### config.mk
export PLATFORM = sky130hd
export DESIGN_NAME = loop_buffer_wr_ctrl
export DESIGN_NICKNAME = d
export VERILOG_FILES = /design/src/rtl/loop_buffer_pkg.sv /design/src/rtl/loop_buffer_wr_ctrl.sv
export SDC_FILE = /design/constraint.sdc
export NUM_CORES = 1
export LEC_CHECK = 0
export BUFFER_PORTS_ARGS = -buffer_cell sky130_fd_sc_hd__clkbuf_2
export CORE_AREA = 2 2 267 269
export DETAILED_ROUTE_END_ITERATION = 10
export DIE_AREA = 0 0 269 271
export PLACE_DENSITY_LB_ADDON = 0.3
export SLEW_MARGIN = 20
export SYNTH_ARGS = -nofsm -noshare
export SYNTH_HDL_FRONTEND = slang
export SYNTH_SLANG_ARGS = --single-unit
export TNS_END_PERCENT = 30
### constraint.sdc
create_clock -name wr_clk -period 2.75 [get_ports wr_clk]
set_input_delay 0.275 -clock wr_clk [delete_from_list [all_inputs] [get_ports wr_clk]]
set_output_delay 0.275 -clock wr_clk [all_outputs]
set_load 0.1 [all_outputs]
### src/rtl/loop_buffer_pkg.sv
// Shared types and constants for the loop buffer write-side framer.
package loop_buffer_pkg;

    typedef enum logic [1:0] {
        IDLE,
        WRITE,
        PAD,
        DROP
    } wr_state_e;

    localparam int unsigned BLK_CNT_W = 16;

    function automatic int unsigned credit_width(input int unsigned loop_w,
                                                 input int unsigned waddr_w);
        return loop_w - waddr_w + 1;
    endfunction

endpackage

### src/rtl/loop_buffer_wr_ctrl.sv
// Frames a valid/ready word stream into fixed-length loop buffer block writes,
// padding short source blocks and truncating long ones.
module loop_buffer_wr_ctrl
    import loop_buffer_pkg::*;
#(
    parameter int unsigned WDATA_WIDTH = 64,
    parameter int unsigned WADDR_WIDTH = 8,
    parameter int unsigned LOOP_WIDTH  = 9,
    parameter int unsigned INFO_WIDTH  = 256,
    parameter int unsigned BLOCK_LEN   = 256
) (
    input  logic                                          wr_clk,
    input  logic                                          wr_rst,
    input  logic [WDATA_WIDTH-1:0]                        s_data,
    input  logic                                          s_valid,
    input  logic                                          s_last,
    input  logic [INFO_WIDTH-1:0]                         s_info,
    output logic                                          s_ready,
    input  logic [credit_width(LOOP_WIDTH, WADDR_WIDTH)-1:0] free_size,
    input  logic                                          wr_rdy,
    output logic [WADDR_WIDTH-1:0]                        wr_addr,
    output logic [WDATA_WIDTH-1:0]                        wr_data,
    output logic                                          wr_wen,
    output logic                                          wr_wlast,
    output logic [INFO_WIDTH-1:0]                         wr_info,
    output logic [BLK_CNT_W-1:0]                          blk_cnt,
    output logic                                          err_short,
    output logic                                          err_long
);

    localparam logic [WADDR_WIDTH-1:0] LAST_ADDR = WADDR_WIDTH'(BLOCK_LEN - 1);

    wr_state_e              state_q, state_d;
    logic [WADDR_WIDTH-1:0] wcnt_q, wcnt_d;
    logic [WADDR_WIDTH-1:0] addr_q, addr_d;
    logic [WDATA_WIDTH-1:0] data_q, data_d;
    logic                   wen_q, wen_d;
    logic                   wlast_q, wlast_d;
    logic [INFO_WIDTH-1:0]  info_q, info_d;
    logic [BLK_CNT_W-1:0]   blk_q, blk_d;
    logic                   es_q, es_d;
    logic                   el_q, el_d;

    logic credit_ok;
    logic accept;

    assign credit_ok = (free_size != '0) && wr_rdy;
    // Held low during reset so every output reads 0 while wr_rst is high.
    assign s_ready   = !wr_rst &&
                       (((state_q == IDLE) && credit_ok) ||
                        (state_q == WRITE) || (state_q == DROP));
    assign accept    = s_valid && s_ready;

    always_comb begin
        state_d = state_q;
        wcnt_d  = wcnt_q;
        addr_d  = addr_q;
        data_d  = data_q;
        wen_d   = 1'b0;
        wlast_d = 1'b0;
        info_d  = info_q;
        blk_d   = blk_q;
        es_d    = es_q;
        el_d    = el_q;
        case (state_q)
            IDLE: begin
                if (accept) begin
                    wen_d  = 1'b1;
                    addr_d = '0;
                    data_d = s_data;
                    info_d = s_info;
                    wcnt_d = WADDR_WIDTH'(1);
                    if (s_last) begin
                        state_d = PAD;
                        es_d    = 1'b1;
                    end else begin
                        state_d = WRITE;
                    end
                end
            end
            WRITE: begin
                if (accept) begin
                    wen_d  = 1'b1;
                    addr_d = wcnt_q;
                    data_d = s_data;
                    if (wcnt_q == LAST_ADDR) begin
                        wlast_d = 1'b1;
                        wcnt_d  = '0;
                        blk_d   = blk_q + 1'b1;
                        if (s_last) begin
                            state_d = IDLE;
                        end else begin
                            state_d = DROP;
                            el_d    = 1'b1;
                        end
                    end else begin
                        wcnt_d = wcnt_q + 1'b1;
                        if (s_last) begin
                            state_d = PAD;
                            es_d    = 1'b1;
                        end
                    end
                end
            end
            PAD: begin
                wen_d  = 1'b1;
                addr_d = wcnt_q;
                data_d = '0;
                if (wcnt_q == LAST_ADDR) begin
                    wlast_d = 1'b1;
                    wcnt_d  = '0;
                    blk_d   = blk_q + 1'b1;
                    state_d = IDLE;
                end else begin
                    wcnt_d = wcnt_q + 1'b1;
                end
            end
            DROP: begin
                if (accept && s_last) begin
                    state_d = IDLE;
                end
            end
            default: state_d = IDLE;
        endcase
    end

    always_ff @(posedge wr_clk) begin
        if (wr_rst) begin
            state_q <= IDLE;
            wcnt_q  <= '0;
            addr_q  <= '0;
            data_q  <= '0;
            wen_q   <= 1'b0;
            wlast_q <= 1'b0;
            info_q  <= '0;
            blk_q   <= '0;
            es_q    <= 1'b0;
            el_q    <= 1'b0;
        end else begin
            state_q <= state_d;
            wcnt_q  <= wcnt_d;
            addr_q  <= addr_d;
            data_q  <= data_d;
            wen_q   <= wen_d;
            wlast_q <= wlast_d;
            info_q  <= info_d;
            blk_q   <= blk_d;
            es_q    <= es_d;
            el_q    <= el_d;
        end
    end

    assign wr_addr   = addr_q;
    assign wr_data   = data_q;
    assign wr_wen    = wen_q;
    assign wr_wlast  = wlast_q;
    assign wr_info   = info_q;
    assign blk_cnt   = blk_q;
    assign err_short = es_q;
    assign err_long  = el_q;

endmodule

; ---- Word level (Yosys, flattened, before mapping)
; Index checks and enable logic that the tools add are counted.
[classes]
n_eq_ne = 11
n_reduce_logical = 22
n_mux = 31
bitwise = 1
n_addsub = 2
[op_table]
columns = operator, count
row1 = $pmux W64 S2, 1
row2 = $mux W64, 1
row3 = $pmux W8 S3, 2
row4 = $mux W8, 5
row5 = $mux W16, 2
row6 = $pmux W16 S2, 1
row7 = $add A16 B1 Y16 const B, 1
row8 = $mux W2, 8
row9 = $add A8 B1 Y8 const B, 1
row10 = $eq A8 B8 Y1 const B, 1
row11 = $ne A2 B2 Y1 const B, 4
row12 = $pmux W2 S4, 1
row13 = $reduce_and A4 Y1, 2
row14 = $reduce_bool A2 Y1, 4
row15 = $mux W1, 7
row16 = $pmux W1 S2, 3
row17 = $reduce_and A2 Y1, 3
row18 = $logic_and A1 B1 Y1, 5
row19 = $reduce_and A5 Y1, 1
row20 = $eq A2 B2 Y1 const B, 2
row21 = $ne A2 B1 Y1 const B, 2
row22 = $ne A3 B2 Y1 const B, 1
row23 = $reduce_and A3 Y1, 1
row24 = $reduce_bool A3 Y1, 1
row25 = other kinds (6), 7
[word_totals]
output_inout_bits = 349
register_bits = 358
word_cells = 77
input_bits = 327

; ---- Depth between registers and ports, before layout
[logic_depth]
depth_word = 10
mapped_depth = 9

; ---- Worst setup path after synthesis
; OpenSTA, ideal clock, no wires.
[synth_timing]
kind = flip-flop to output port
startpoint = register state_q[1]
endpoint = output s_ready
stages_incl_launch_ff = 7
path_buffers = 1
arrival_time_ns = 2.256
setup_slack_ns = 0.219
path_cell_list = dfxtp_1 -> inv_1 -> ha_1 -> buf_2 -> o211a_4 -> nor3_1 -> nor2_1
[synth_between]
elab_chain_cells = 5
[synth_lines]
columns = item, line
row1 = "start, declared", loop_buffer_wr_ctrl.sv:33  ; wr_state_e state_q, state_d;
row2 = "start signal, assigned", loop_buffer_wr_ctrl.sv:140  ; state_q <= state_d;
row3 = $logic_not A2 Y1, loop_buffer_wr_ctrl.sv:50  ; (((state_q == IDLE) && credit_ok) ||
row4 = $logic_and A1 B1 Y1, loop_buffer_wr_ctrl.sv:50
row5 = $logic_or A1 B1 Y1, loop_buffer_wr_ctrl.sv:50
row6 = $logic_or A1 B1 Y1 (*), loop_buffer_wr_ctrl.sv:51  ; (state_q == WRITE) || (state_q == DROP));
row7 = $logic_and A1 B1 Y1 (*), loop_buffer_wr_ctrl.sv:49  ; assign s_ready = !wr_rst &&
row8 = "end, declared", loop_buffer_wr_ctrl.sv:18  ; output logic s_ready,
; Mark *: on every way between the ends. The rest lies on a longest branch, timed or not.

; ---- Worst setup path in the final report
; Ends and elaborated chain as after synthesis.

==> flow_metrics.tcl <==
set metrics [dict create \
    status "finished clean" \
    synth_flop_cell "dfxtp_1" \
    maxCapViolCount 0 \
    grt_pass1_vias 13864 \
    syn-instance-count 1467 \
    pwr-share-comb_pct 38.5 \
    fin_skew_ps 16.4 \
    first_iter_violations 552 \
    wire_per_inst_um 14.3 \
    final_common_cell "clkbuf_2" \
    die_y_um 271 \
    setup-tns-final_ps 0 \
    hold_path.class "in2reg" \
    cellLeakagePower_uw 0.00939 \
    critPathArrivalTime_ps 2270 \
    viasPerCell 4.03 \
    syn_avg_cell_area_sq_um 8.63 \
    pwr-share-seq_pct 30.8 \
    clkTransAtPathRegs_ps 60 \
    cellPowerDensity_mw_per_mm2 906 \
    switching_share_pct 43.4 \
    wl_mm 48.5 \
    ys_types 56 \
    detailed_place.area_sq_mm 0.0171 \
    antenna_cells 0 \
    fmax_mhz 393 \
    tightest_slew_ps 1090 \
    mappedNetlistNets 1800 \
    drcViolationCount 0 \
    htreeDepth 2 \
    worstSetupEndpointType "output pin" \
    hpwlAfterDp_mm 33.0 \
    numClockSinks 358 \
    post_cts_resized 0 \
    startpoint_type "flip-flop" \
    ys_seq_elements 358 \
    rows 97 \
    ioPinCount 676 \
    cp.required_ps 2480 \
    pwr-share-clk_pct 30.6 \
    clk-insertion-delay-late_ps 560 \
    finalSetupViolCount 0 \
    antenna_found_initial 1 \
    coreArea_sq_mm 0.0698 \
    io_buffer_count 675 \
    worstPathMaxFanout 9 \
    relSlewSlack_pct 27.0 \
    detail-route-antenna-nets 0 \
    initial_core_util_pct 18.1 \
    ys.warnings.count 0 \
    rsz0062_at_grt "no" \
    cts-root-buf "clkbuf_16" \
    ys_seq_area_share_pct 56.6 \
    grt_first_pass_wirelength_mm 73.7 \
    fin_nets 2764 \
    vias 13703 \
    layout_common_cells "clkbuf_2, nand2_1, dfxtp_1" \
    cts_buffer_depth 3 \
    cts_buffers 43 \
    async_flop_share_pct 0 \
    die-area_sq_mm 0.0729 \
    gp_congestion 0.783 \
    synth-edff-count 0 \
    worstSetupPathType "reg2out" \
    power.internal_uw 11200 \
    finalHoldViolCount 0 \
    period_needed_ps 2550 \
    slew_viol_final 0 \
    fill_cells 7305 \
    grt_max_degree 174 \
    syn_to_final_growth_pct 72.3 \
    switching_power_uw 8590 \
    peakVddDrop_mv 0.528 \
    drive_gt1_share_pct 32.4 \
    cts_tree "done" \
    grt.overflow.total 0 \
    post-route-period-util_pct 92.6 \
    drtPass1Iterations 5 \
    dieWidth_um 269 \
    final_cell_area_sq_mm 0.0218 \
    grt_usage_pct 12.5 \
    synth_area_sq_mm 0.0127 \
]
[state kept, by name, indices dropped and copies added, names as in the netlist]
name and cells:
blk_cnt 16, err_long 1, err_short 1, state_q 2, wcnt_q 8, wr_addr 8
wr_data 64, wr_info 256, wr_wen 1, wr_wlast 1
[per-stage QoR]
stage                     cells  setup slack, ps  total power (uW)  util (%)  hold WS, ps
final                      3404              203             19800      31.3         29.2
after global routing       3404             46.1             20600      31.3         18.9
after CTS                  3404              117             20000      31.3         7.20
after detailed placement   3010              371             13500      24.6          445
after global placement     3010              405             13500      24.6          443
after floorplan            1467              219             12000         -          400
[final timing paths]
path                                                 from                   endpoint  slack [ps]  depth (start not counted)
worst max-delay path              state_q[1]$_SDFFE_PP0P_                    s_ready         200                          6
worst min-delay path                           s_info[10]   wr_info[10]$_SDFFE_PP0P_          30                          3
worst max register to register    state_q[1]$_SDFFE_PP0P_   blk_cnt[15]$_SDFFE_PP0P_         350                          7
worst min register to register  wr_info[103]$_SDFFE_PP0P_  wr_info[103]$_SDFFE_PP0P_         450                          2
[final cells by class]
| cell class | count | area, sq um | area share [%] |
|---|---|---|---|
| Multi-Input combinational cell | 989 | 4910 | 22.5 |
| Timing Repair Buffer | 1030 | 7010 | 32.1 |
| Inverter | 9 | 33.8 | 0.155 |
| Clock buffer | 60 | 1250 | 5.73 |
| Sequential cell | 358 | 7170 | 32.8 |
| Clock inverter | 18 | 273 | 1.25 |
| Tap cell | 940 | 1180 | 5.39 |
[cells in the mapped netlist (all sizes together) (2+ instances only)]
cell type	instances	area, sq um
nand2	521	1960
dfxtp	358	7170
a21oi	271	1360
buf	74	429
a22o	72	631
clkbuf	37	140
nor2	14	60.1
o31ai	11	82.6
or4	10	75.1
inv	8	30.0
nand3	8	40.0
o21ai	7	35.0
ha	6	75.1
and3	5	31.3
nor3	5	25.0
and4	4	37.5
nand4	4	25.0
nor2b	4	25.0
or3	4	30.0
a211oi	3	22.5
a31oi	3	18.8
mux2i	3	30.0
nand2b	3	18.8
o211a	3	37.5
a22oi	2	15.0
and2	2	12.5
mux2	2	22.5
nor4	2	27.5
o2111ai	2	35.0
o211ai	2	15.0
[per-layer routing]
metal,wire [um],up-vias,track usage [%]
met4,1720,2,5.10
met1,19400,6266,13.8
li1,-,6866,-
met3,3580,107,3.59
met2,23900,462,22.2
met5,12,-,0
[what timing repair did]
action	in CTS	in global routing
endpoints found under the hold margin	316	0
setup endpoints to repair	0	0
hold buffers	316	0
setup buffers	0	0
[power by group through the flow]
stage	clock (uW)	combinational [uW]	sequential, uW
after floorplan	0	1790	10200
after global placement	0	7310	6190
after detailed placement	0	7280	6200
after CTS	6270	7660	6090
after global routing	6470	8000	6170
final	6050	7620	6100
[worst max-delay path, cell delays in order, from the launching register on]
cell      delay, ps
dfxtp_1         480
inv_1           100
ha_1            250
o211a_4         220
nor3_1          190
nor2_1           60
clkbuf_2        390
[cell families (layout without fill, tap and decap cells)]
logic type      count (synthesis)  in the layout  share of synthesized area [%]
simple gates                  589            589                           18.9
fa+ha+maj                       6              6                          0.593
flops                         358            358                           56.6
mux                             5              5                          0.415
compound gates                387            387                           18.6
xor+xnor                        2              2                          0.138
buf+inv                       120           1117                           4.76
Note: power is estimated with default switching activity, not from simulation.
